--- src/rtl/pdua.sv ---
// pdua - datapath of the PDUA teaching processor.
//
// One micro-operation per clock, steered entirely by an external
// microsequencer. Contains the register bank, the ALU, an optional
// shifter, the C/N/P/Z flags, MAR, MDR, IR and an internal data memory.
//
// Build option:
//   PDUA_SHIFTER_EN  defined   -> shifter present (shamt 01 = SLL, 10 = SRL)
//                    undefined -> shamt ignored, S = Y, carry from the ALU only
//
// Ports:
//   clk, rst              clock, synchronous active-high reset
//   wr_rdn                memory direction (1 = write mem[MAR] <= MDR)
//   enaf                  load C/N/P/Z from the shifter output
//   selop[2:0]            ALU operation (a = ACC, b = bus B)
//   shamt[1:0]            shifter control
//   C, N, P, Z            registered flags
//   bank_wr_en            write bus C into bank[BusC_addr]
//   BusB_addr, BusC_addr  bus B source / bus C destination register
//   sclr                  synchronous clear of MAR, MDR, IR and flags
//   ir_en, mar_en, mdr_en load enables
//   mdr_alu_n             bus C source (1 = MDR, 0 = shifter)
//   out_IR[4:0]           opcode field of IR
//
// Register map: 0 PC, 1 SP, 2 DPTR, 3 A, 4 VI, 5 ONE (constant 1), 6 TEMP, 7 ACC.
module pdua #(
  parameter int MAX_WIDTH  = 8,
  parameter int ADDR_WIDTH = 3
) (
  input  logic                  clk,
  input  logic                  rst,
  input  logic                  wr_rdn,
  input  logic                  enaf,
  input  logic [2:0]            selop,
  input  logic [1:0]            shamt,
  output logic                  C,
  output logic                  N,
  output logic                  P,
  output logic                  Z,
  input  logic                  bank_wr_en,
  input  logic [ADDR_WIDTH-1:0] BusB_addr,
  input  logic [ADDR_WIDTH-1:0] BusC_addr,
  input  logic                  sclr,
  input  logic                  ir_en,
  input  logic                  mar_en,
  input  logic                  mdr_en,
  input  logic                  mdr_alu_n,
  output logic [4:0]            out_IR
);

  localparam int NUM_REGS  = 1 << ADDR_WIDTH;
  localparam int MEM_DEPTH = 1 << MAX_WIDTH;
  localparam logic [ADDR_WIDTH-1:0] REG_ONE = ADDR_WIDTH'(5);
  localparam logic [ADDR_WIDTH-1:0] REG_ACC = ADDR_WIDTH'(7);

  logic [MAX_WIDTH-1:0] bank [NUM_REGS];
  logic [MAX_WIDTH-1:0] mem  [MEM_DEPTH];
  logic [MAX_WIDTH-1:0] mar, mdr, ir;

  logic [MAX_WIDTH-1:0] bus_a, bus_b, bus_c;
  logic [MAX_WIDTH-1:0] y, s;
  logic [MAX_WIDTH:0]   wide;
  logic                 alu_c, s_c;

  assign bus_a = bank[REG_ACC];
  assign bus_b = bank[BusB_addr];

  // ALU. Arithmetic ops run one bit wider so the top bit is the carry
  // (or, for subtraction, the borrow).
  always_comb begin
    y     = '0;
    alu_c = 1'b0;
    wide  = '0;
    case (selop)
      3'b000: y = bus_b;
      3'b001: y = ~bus_a;
      3'b010: y = bus_a & bus_b;
      3'b011: y = bus_a | bus_b;
      3'b100: y = bus_a ^ bus_b;
      3'b101: begin
        wide  = {1'b0, bus_a} + {1'b0, bus_b};
        y     = wide[MAX_WIDTH-1:0];
        alu_c = wide[MAX_WIDTH];
      end
      3'b110: begin
        wide  = {1'b0, bus_b} + (MAX_WIDTH+1)'(1);
        y     = wide[MAX_WIDTH-1:0];
        alu_c = wide[MAX_WIDTH];
      end
      default: begin
        wide  = {1'b0, bus_a} - {1'b0, bus_b};
        y     = wide[MAX_WIDTH-1:0];
        alu_c = wide[MAX_WIDTH];
      end
    endcase
  end

`ifdef PDUA_SHIFTER_EN
  // A shift replaces the ALU carry with the bit shifted out.
  always_comb begin
    s   = y;
    s_c = alu_c;
    case (shamt)
      2'b01: begin
        s   = {y[MAX_WIDTH-2:0], 1'b0};
        s_c = y[MAX_WIDTH-1];
      end
      2'b10: begin
        s   = {1'b0, y[MAX_WIDTH-1:1]};
        s_c = y[0];
      end
      default: ;
    endcase
  end
`else
  logic unused_shamt;
  assign unused_shamt = ^shamt;
  assign s   = y;
  assign s_c = alu_c;
`endif

  assign bus_c = mdr_alu_n ? mdr : s;

  // ONE is stored like any other register but can never be written, so it
  // holds the 1 loaded at reset.
  always_ff @(posedge clk) begin
    if (rst) begin
      for (int i = 0; i < NUM_REGS; i++)
        bank[i] <= (i == int'(REG_ONE)) ? MAX_WIDTH'(1) : '0;
    end else if (!sclr && bank_wr_en && (BusC_addr != REG_ONE)) begin
      bank[BusC_addr] <= bus_c;
    end
  end

  always_ff @(posedge clk) begin
    if (rst || sclr) begin
      C   <= 1'b0;
      N   <= 1'b0;
      P   <= 1'b0;
      Z   <= 1'b0;
      mar <= '0;
      mdr <= '0;
      ir  <= '0;
    end else begin
      if (enaf) begin
        C <= s_c;
        N <= s[MAX_WIDTH-1];
        P <= ^s;
        Z <= (s == '0);
      end
      if (mar_en)
        mar <= bus_c;
      // On a write cycle memory captures the pre-edge MDR while MDR
      // itself takes bus C.
      if (mdr_en)
        mdr <= wr_rdn ? bus_c : mem[mar];
      if (ir_en)
        ir <= mdr;
    end
  end

  // Memory contents survive reset.
  always_ff @(posedge clk) begin
    if (!rst && !sclr && wr_rdn)
      mem[mar] <= mdr;
  end

  assign out_IR = ir[MAX_WIDTH-1 -: 5];

endmodule

--- config.mk ---
export PLATFORM = sky130hd
export DESIGN_NAME = pdua
export DESIGN_NICKNAME = d
export VERILOG_FILES = /design/src/rtl/pdua.sv
export SDC_FILE = /design/constraint.sdc
export NUM_CORES = 2
export LEC_CHECK = 0
export CAP_MARGIN = 20
export CELL_PAD_IN_SITES_DETAIL_PLACEMENT = 1
export CELL_PAD_IN_SITES_GLOBAL_PLACEMENT = 1
export CORE_ASPECT_RATIO = 1.4
export CORE_MARGIN = 5
export CORE_UTILIZATION = 41
export DETAILED_ROUTE_END_ITERATION = 7
export PLACE_DENSITY_LB_ADDON = 0.1
export SLEW_MARGIN = 10
export SYNTH_ARGS = -nofsm -noshare
export SYNTH_HDL_FRONTEND = slang
export SYNTH_SLANG_ARGS = --single-unit
--- constraint.sdc ---
create_clock -name clk -period 6.55 [get_ports clk]
set_input_delay 0.655 -clock clk [delete_from_list [all_inputs] [get_ports clk]]
set_output_delay 0.655 -clock clk [all_outputs]
set_load 0.05 [all_outputs]
; Word-level counts from Yosys, hierarchy flattened
; Memories as Yosys holds them, arrays and structs flattened. A register that Yosys moved wholly into a read port is not among the register bits.
; Cells that the tools add are included.
[classes]
add_sub_neg = 3
n_eq_ne = 7
n_mux = 16
n_bitwise = 4
reduce_logical = 12
[ops]
columns = operator, n
row1 = $pmux W8 S7, 1
row2 = $mux W8, 5
row3 = $add A8 B1 Y9 const B, 1
row4 = $add A8 B8 Y9, 1
row5 = $eq A3 B3 Y1 const B, 3
row6 = $sub A8 B8 Y9, 1
row7 = $and A8 B8 Y8, 1
row8 = $logic_not A8 Y1, 1
row9 = $mux W1, 8
row10 = $not A8 Y8, 1
row11 = $or A8 B8 Y8, 1
row12 = $reduce_or A8 Y1, 1
row13 = $reduce_xor A8 Y1, 1
row14 = $xor A8 B8 Y8, 1
row15 = $eq A3 B2 Y1 const B, 2
row16 = $reduce_or A5 Y1, 1
row17 = $logic_and A1 B1 Y1, 4
row18 = $eq A3 B1 Y1 const B, 1
row19 = $logic_not A3 Y1, 1
row20 = $mux W3, 1
row21 = $ne A3 B3 Y1 const B, 1
row22 = $pmux W1 S3, 1
row23 = $logic_not A1 Y1, 2
row24 = $logic_or A1 B1 Y1, 1
[word_totals]
ff_bits = 28
ram_bits = 2112
in_bits = 21
output_inout_bits = 9
n_memories = 2
[mem_list]
columns = memory, words, word_bits, rd, rd_ports_with_merged_regs, wr, line_no
row1 = mem, 256, 8, 1, 1, 1, 57  ; logic [MAX_WIDTH-1:0] mem [MEM_DEPTH];
row2 = bank, 8, 8, 2, 0, 8, 56  ; logic [MAX_WIDTH-1:0] bank [NUM_REGS];

; Logic depth before layout (Yosys ltp)
[logic_depth]
word_depth = 8
ltp_mapped = 19

; Least setup slack after synthesis
; Ideal clock, no wire load.
[synth_timing]
path_type = register to register
start = reg mdr[2]
end = reg with a tool-made name
setup_time_ns = 0.097
arrival_time_ns = 4.629
setup_slack_ns = 1.824
stages_incl_launch_ff = 3
cell_sequence = dfxtp_1 > mux2i_1 > a21oi_1
[synth_lines]
columns = item, line_no
row1 = "start, declared", 58  ; logic [MAX_WIDTH-1:0] mar, mdr, ir;
row2 = "start signal, assigned", 156  ; mdr <= wr_rdn ? bus_c : mem[mar];

; Worst setup path in the final report
[layout_timing]
start = in BusB_addr[1]
end = reg P
[layout_via]
elab_chain_cells = 4
elab_cells_between_ends = 9
cone_classes = add/sub: 3 / mux: 1 / bitwise: 3 / reduce/logical: 1 / memory: 1
[layout_lines]
columns = item, line_no
row1 = "start, declared", 41  ; input logic [ADDR_WIDTH-1:0] BusB_addr,
row2 = $mem_v2 Z8 W8 *, --
row3 = "$sub A8 B8 Y9, or another cell as far along", 91  ; wide = {1'b0, bus_a} - {1'b0, bus_b};
row4 = $pmux W8 S7 *, 74  ; case (selop)
row5 = $reduce_xor A8 Y1 *, 148  ; P <= ^s;
row6 = "end signal, assigned", 148
row7 = "end, declared", 38  ; output logic P,
; Every way passes the cells marked *; elsewhere a longest branch is shown, timed or not.
; A chain may end at the register's enable or synchronous reset.

==> results.cfg <==
[logic_synthesis]
ys_async_sr_fraction = 0
synth_edf_count = 2112
synthesis.area_um2 = 85300
synth_area_leaders = edfxtp_1 (74%), mux4_2 (15%), nor2_1 (1.7%)
yosys_most_used_dff = edfxtp_1
synthCells = 4057
ys_ff_latch = 2145
syn_area_per_cell_um2 = 21.0
yosysSeqAreaShare = 0.751
yosysMostFrequentCell = edfxtp_1
synthTopCellsByCount = edfxtp_1 (2112), mux4_2 (581), nor2_1 (394)
synth_top_area_cell = edfxtp_1
synth_top_cell_area_share = 0.743
ys_warn_count = 0
synth_cell_types = 84

[layout]
fin_cells = 7151
layout-drive-gt1-share = 0.251
multi_input_area_um2 = 19600
fin_area_um2 = 95800
seq_area_um2 = 64100
nNetsFinal = 4350
syn_to_final_growth_pct = 12.3
fillerInstances = 18704

[grt]
grt_max_degree = 225
grt_first_pass_wirelength_um = 346000
antenna_found_initial = 4
grt_usage = 0.223
grt_pass1_vias = 44214
grt_overflow = 0

[timing]
fin_skew_ns = 0.0555
setup_viol = 0
fin_crit_ns = 4.99
period_share = 0.762
worst_pin_slew_ns = 1.21
relSlewSlack = 0.188
maxSlewViolCount = 0
fmax_mhz = 200
tns_ns = 0
hold_violations = 0
rsz0062_at_grt = no

[cts]
numCtsBuffers = 212
cts_tree = done
cts_buffer_depth = 4
ctsHoldBuffers = 0
clk_pin_slew_worst_paths_ns = 0.06
cts-resized-gates = 0
cts-htree-levels = 4
cts.sink_count = 2145
worst_skew_pair.late_latency_ns = 0.85
cts_root_buffer = clkbuf_16
postCtsSetupBuffers = 0

[critical_path]
path_max_fanout = 14
path_buf_inv = 3
critical_path.slowest_cell = a2111oi_0
path_cells = clkdlybuf4s50_1 -> buf_4 -> mux4_2 -> mux2i_2 -> inv_1 -> ha_1 -> a211oi_1 -> o21ai_0 -> a2111oi_0 -> o21ai_0 -> a21oi_1 -> a211oi_2 -> ha_1 -> xnor2_1 -> xnor2_1 -> a211oi_1
slowest_delay_ns = 0.65
start_kind = primary input
path_class = primary input to flip-flop
crit_arrival_ns = 5.70
crit_family = compound AO/OA/AOI/OAI gates
cp-end-kind = flip-flop
cp.required_ns = 7.26

[pwr]
power_density_nw_per_um2 = 291
ir_drop_uv = 216
p_leak_uw = 0.0292

[outcome]
outcome = completed

[placed_design]
hpwl_um = 152000
port_buffers = 27
post-place-cells = 6781
place_area_um2 = 89500
gp_congestion = 0.813

[floorplan]
die_x_um = 396
fp-row-count = 198
die_height_um = 550
initial_core_util = 0.411
die_area_um2 = 217000
io_pins = 30
core_region_area_um2 = 207000

[detailed_routing]
drt-pass1-iter-count = 5
wl_per_cell_um = 34.1
drtIter0Drc = 3743
drc = 0
viasPerCell = 5.79
totalWireLength_um = 244000
num_vias = 41417
ant_nets = 0

[min_path]
hold_class = flip-flop to flip-flop

[job]
drv_cap = 0
[layer usage]
metal	global-route usage	wire length (um)	vias up
met2	0.397	128000	1008
met5	0	0	-
met1	0.283	96700	22739
li1	-	-	17316
met4	0.0731	9030	0
met3	0.0303	10600	354
[final timing paths]
check                           startpoint                    end  slack [ns]  depth (start not counted)
setup / recovery              BusB_addr[1]         P$_SDFFE_PP0P_        1.56                         16
hold / removal         mdr[0]$_SDFFE_PP0P_  mem[212][0]$_DFFE_PP_        0.47                          0
setup reg to reg  bank[7][0]$_SDFFCE_PN0P_         P$_SDFFE_PP0P_        1.86                         14
hold reg to reg        mdr[0]$_SDFFE_PP0P_  mem[212][0]$_DFFE_PP_        0.47                          0
[worst register-to-register path: stages, from the launching register on]
cell and delay (ns):
edfxtp_1 0.48, mux4_2 0.54, mux2i_2 0.33, inv_1 0.15, ha_1 0.27, a211oi_1 0.40
o21ai_0 0.30, a2111oi_0 0.66, o21ai_0 0.16, a21oi_1 0.26, a211oi_2 0.10, ha_1 0.35
xnor2_1 0.20, xnor2_1 0.14, a211oi_1 0.26
[power breakdown]
group          total, uW  switching [uW]  internal, uW
combinational       1330             839           486
clock              11400            5080          6350
sequential         15100            79.9         15100
[area by class of cell]
class,count,share of cell area
Sequential cell,2145,0.669
Multi-Input combinational cell,1657,0.205
Clock buffer,277,0.0587
Tap cell,2700,0.0353
Timing Repair Buffer,247,0.0238
Clock inverter,90,0.00665
Inverter,34,0.00133
Antenna cell,1,0.0000261
[cell families after synthesis]
kind of cell / synth area share
AOI/OAI and AO/OA: 0.0213
other: 0.0000880
and+or+nand+nor: 0.0338
DFF: 0.751
adders and majority gates: 0.00487
muxes: 0.168
buffers and inverters: 0.0197
xor gates and xnor gates: 0.00103
[through the flow]
stage / setup WS (ns) / hold slack, ns / utilization / total power, uW
finish: 1.56 / 0.474 / 0.462 / 27900
global route: 1.28 / 0.483 / 0.462 / 28800
CTS: 1.59 / 0.479 / 0.462 / 28200
detailed placement: 0.740 / 0.458 / 0.432 / 16800
global placement: 0.803 / 0.459 / 0.431 / 16800
floorplan: 1.82 / 0.497 / - / 16300
[state kept, by name (all words and copies together), names as in the netlist, named ones only]
| signal | flops |
|---|---|
| mar | 8 |
| mdr | 8 |
| ir | 5 |
| P | 1 |
| C | 1 |
| Z | 1 |
| bank | 64 |
| mem | 2048 |
| N | 1 |
[placed cells by master (no fill, tap or decap), types with 13 or more instances in the layout]
master,count
nor2_1,394
a211oi_1,15
buf_12,23
mux2i_1,95
inv_1,32
clkbuf_1,61
edfxtp_1,2112
buf_4,193
a22oi_1,42
nand3_1,43
dfxtp_4,13
clkbuf_16,215
nand2b_1,20
o22ai_1,17
nor2b_1,18
a221oi_1,14
o21ai_0,29
nor3_1,34
a21oi_1,50
mux4_2,581
clkinv_2,23
clkdlybuf4s50_1,27
clkinv_1,50
dfxtp_1,20
ha_1,30
nand2_1,77
(Power assumes the default switching activity.)
